===== src/rtl/dec_pkg.sv =====
// Shared constants for the decrement unit: default operand width and underflow modes.
// Latency: n/a (package only).
// Backpressure: n/a (package only).
//
// Imported by dec_unit and by anything that instantiates it, so the
// DATAWIDTH default and SATURATE encodings are defined in one place.
package dec_pkg;

    // Default operand/result width in bits.
    localparam int DEC_DATAWIDTH = 8;

    // Underflow handling modes for the SATURATE parameter.
    localparam int WRAP  = 0;  // a=0 decrements to all-ones
    localparam int CLAMP = 1;  // a=0 decrements to zero

endpackage : dec_pkg


===== src/rtl/dec_unit.sv =====
// Registered decrement: d = a - 1, with underflow flag, wrap or clamp-at-zero.
// Latency: 1 cycle from the sampling edge; throughput one operand per cycle.
// Backpressure: none; every a_valid=1 cycle is accepted.
//
// Ports:
//   clk        single clock, rising edge
//   rst_n      asynchronous active-low reset; clears d, d_valid, underflow
//   a          unsigned operand, sampled only when a_valid=1
//   a_valid    operand qualifier
//   d          registered result; holds its value on cycles without an operand
//   d_valid    one-cycle pulse per accepted operand
//   underflow  registered flag, high with d_valid when the accepted a was 0
//
// DATAWIDTH legal range is 2..64. All outputs come straight from flops.
module dec_unit
    import dec_pkg::*;
#(
    parameter int DATAWIDTH = DEC_DATAWIDTH,
    parameter int SATURATE  = WRAP
) (
    input  logic                 clk,
    input  logic                 rst_n,
    input  logic [DATAWIDTH-1:0] a,
    input  logic                 a_valid,
    output logic [DATAWIDTH-1:0] d,
    output logic                 d_valid,
    output logic                 underflow
);

    localparam logic [DATAWIDTH-1:0] ONE = DATAWIDTH'(1);

    logic                 a_is_zero;
    logic [DATAWIDTH-1:0] d_next;

    // Combinational decrement / underflow path.
    always_comb begin
        a_is_zero = (a == '0);
        d_next    = a - ONE;
        if ((SATURATE == CLAMP) && a_is_zero) begin
            d_next = '0;
        end
    end

    // Output register stage. d only loads on an accepted operand; the
    // qualifier gates the flag so a garbage a with a_valid=0 cannot leak
    // into underflow.
    always_ff @(posedge clk or negedge rst_n) begin
        if (!rst_n) begin
            d         <= '0;
            d_valid   <= 1'b0;
            underflow <= 1'b0;
        end else begin
            d_valid   <= a_valid;
            underflow <= a_valid ? a_is_zero : 1'b0;
            if (a_valid) begin
                d <= d_next;
            end
        end
    end

endmodule : dec_unit


===== config.mk =====
export PLATFORM = sky130hd
export DESIGN_NAME = dec_unit
export DESIGN_NICKNAME = d
export VERILOG_FILES = /design/src/rtl/dec_pkg.sv /design/src/rtl/dec_unit.sv
export SDC_FILE = /design/constraint.sdc
export NUM_CORES = 1
export LEC_CHECK = 0
export BUFFER_PORTS_ARGS = -buffer_cell sky130_fd_sc_hd__clkbuf_2
export CAP_MARGIN = 20
export CORE_AREA = 10 10 47 49
export CTS_CLUSTER_SIZE = 20
export DETAILED_ROUTE_END_ITERATION = 10
export DIE_AREA = 0 0 57 59
export PLACE_DENSITY = 0.7
export REMOVE_ABC_BUFFERS = 1
export SETUP_SLACK_MARGIN = 0.1
export SLEW_MARGIN = 10
export SYNTH_ARGS = -nofsm -noshare
export SYNTH_HDL_FRONTEND = slang
export SYNTH_SLANG_ARGS = --single-unit

===== constraint.sdc =====
create_clock -name clk -period 0.81 [get_ports clk]
set_input_delay 0.1215 -clock clk [delete_from_list [all_inputs] [get_ports clk]]
set_output_delay 0.1215 -clock clk [all_outputs]
set_load 0.01 [all_outputs]

==> impl_metrics.ini <==
[placement]
gp_congestion = 0.790
hpwl_um = 985
numPortBuffers = 20
dp_slack_ps = -534
placed_cell_area_um2 = 684

[sta]
setup_tns_ps = -1440
drv_slew = 0
finalCriticalPeriod_ps = 1060
worst_pin_slew_ps = 258
fin_crit_sh = 1.30
fmax_ghz = 0.947
skew_ps = 0
rsz0062_at_grt = yes
worst_slack_ps = -246
hold_violations = 0
setup_violations = 14
maxSlewHeadroom = 0.828

[run]
drv_cap = 0

[logic_synthesis]
synth-seq-cells = 10
synth_top_cells_by_count = dfrtp_1 (10), nor2_1 (6), nand2_1 (4)
syn_avg_cell_area_um2 = 10.2
async_reset_ff_frac = 1.00
ys_top_cells_by_area = dfrtp_1 (52%), ha_1 (5.2%), nor2_1 (4.7%), a31oi_1 (3.9%), xnor2_1 (3.7%)
ys.flop_type = dfrtp_1
ys_warn_count = 0
netlist_instances = 47
synth_top_area_cell = dfrtp_1
yosysTopAreaCellShare = 0.524
syn-cell-area_um2 = 478
synth_edf_count = 0
synth-seq-area-share = 0.524
yosysUniqueCellTypes = 20
yosysMostFrequentCell = dfrtp_1

[clock_network]
cts_max_level = 1
clk_pin_slew_worst_paths_ps = 70
root_buffer = clkbuf_4
clk_latency_ps = 270
cts.sinks = 10
cts_tree = done
cts_buffer_depth = 2
cts_buffers = 3

[detailed_routing]
ant_nets = 0
vias = 517
drtIter0Drc = 14
drt-total-wl_um = 1500
dr.pass1.iters = 4
avgRoutedWirePerCell_um = 14.3
drc = 0
vias_per_cell = 4.92

[grt]
use_met1 = 0.0921
met2_usage = 0.138
grt_util_all_layers = 0.0845
grt_overflow = 0
busiest_layer = met2
grt_pass1_vias = 545
antenna_found_initial = 0
grt_max_degree = 12
grt_pass1_wl_um = 2260
use_met3 = 0.0300

[power]
total_power_uw = 1380
p_clk_frac = 0.339
p_per_area_nw_per_um2 = 1550
p_seq_frac = 0.411
internal_power_uw = 1010
p_switching_uw = 371
p_leak_uw = 0.000433
p_sw_frac = 0.269
combinationalPowerShare = 0.250
ir_worst_vdd_v = 0.000952

[critical_path]
crit_start = a[4]
r2r-end = d[6]$_DFFE_PN0P_
start_kind = primary input
endpoint = d[7]$_DFFE_PN0P_
path_max_fanout = 2
worstPathRequired_ps = 1000
r2r_slack_ps = 40
reg2reg_depth = 1
critical_path_arrival_ps = 1250
r2r-start = d[6]$_DFFE_PN0P_
end_kind = flop
crit_type = in2reg

[finish]
fin_nets = 103
stdcell_area_um2 = 890
num-fill-cells = 116
n_antenna_cell = 0
utilization = 0.635
drive_above_1_share = 0.596
syn_to_final_growth_pct = 86.1

[status]
violations = negative setup slack
status = complete, but fails checks

[floorplan]
initial_core_util = 0.341
die_h_um = 59
core_um2 = 1400
io_pins = 21
die_w_um = 57
dieArea_um2 = 3360
std_cell_rows = 14

[hold_path]
hold_class = in2reg
==> per-stage QoR <==
stage	hold WS [ps]	instances
after floorplan	-174	46
after global placement	-2.70	94
after detailed placement	7.34	94
after CTS	105	104
after global routing	131	105
final	136	105
==> worst max-delay path, stage by stage <==
cell     delay [ps]
buf_6            90
or4_4           530
or3_1           350
a31oi_1         160
==> placed cells by master, fill, tap and decap left out <==
cell,count
xnor2_2,1
nor2_1,6
clkbuf_8,1
or2_4,1
o21ai_0,1
inv_6,1
buf_6,4
or4_1,1
dfrtp_1,10
xnor2_1,1
dlygate4sd3_1,1
a21oi_1,3
clkbuf_2,16
buf_4,16
or3_1,1
nor4_4,1
clkbuf_4,3
o31ai_1,1
inv_4,1
mux2_2,1
nand2_1,4
ha_4,2
nor3b_4,1
a211o_1,1
and4b_1,1
or4_4,1
a31oi_1,3
inv_1,1
buf_8,2
o21ai_1,1
or3_4,1
==> layer usage <==
metal  wire length (um)  part of all wire
met4                 34             0.023
met3                 98             0.065
met5                  0                 0
met1                669              0.45
met2                697              0.46
==> logic make-up after synthesis <==
logic type,synth area share
AO/OA/AOI/OAI,0.126
buffers and inverters,0.0314
adder cells (fa/ha/maj),0.0523
multiplexers,0.0236
flip-flops,0.524
AND/OR/NAND/NOR,0.207
XOR/XNOR,0.0367
==> cell type report <==
class                           count  area, um2  area share
Timing Repair Buffer               39        285       0.321
Multi-Input combinational cell     33        279       0.314
Sequential cell                    10        250       0.281
Clock buffer                        4       36.3      0.0408
Tap cell                           16       20.0      0.0225
Inverter                            3       18.8      0.0211
==> sequential cells by signal, summed over array words and instances, names as in the netlist <==
signal     cells
underflow      1
d_valid        1
d              8
==> worst min path at each step <==
| stage | startpoint | endpoint | slack (ps) | cells after the start |
|---|---|---|---|---|
| floorplan | rst_n | d[0]$_DFFE_PN0P_ | -170 | 0 |
| global placement | rst_n | d[6]$_DFFE_PN0P_ | -3 | 1 |
| detailed placement | rst_n | d[6]$_DFFE_PN0P_ | 7 | 1 |
| CTS | a[7] | underflow$_DFF_PN0_ | 100 | 3 |
| global route | a[7] | underflow$_DFF_PN0_ | 130 | 3 |
| finish | a[7] | underflow$_DFF_PN0_ | 140 | 3 |
==> power groups by stage <==
stage,registers (uW),clock network [uW],logic [uW]
after floorplan,597,0,69.0
after global placement,574,0,242
after detailed placement,576,0,246
after CTS,565,468,311
after global routing,571,490,377
final,566,467,344
==> what timing repair did <==
action | in CTS | in global routing
gates resized for setup | 12 | 12
endpoints found under the setup margin | 17 | 18
pin swaps | 8 | 5
buffers inserted | 5 | 1
hold buffers | 1 | 0
endpoints found under the hold margin | 10 | 0
Note: power is estimated with default switching activity, not from simulation.
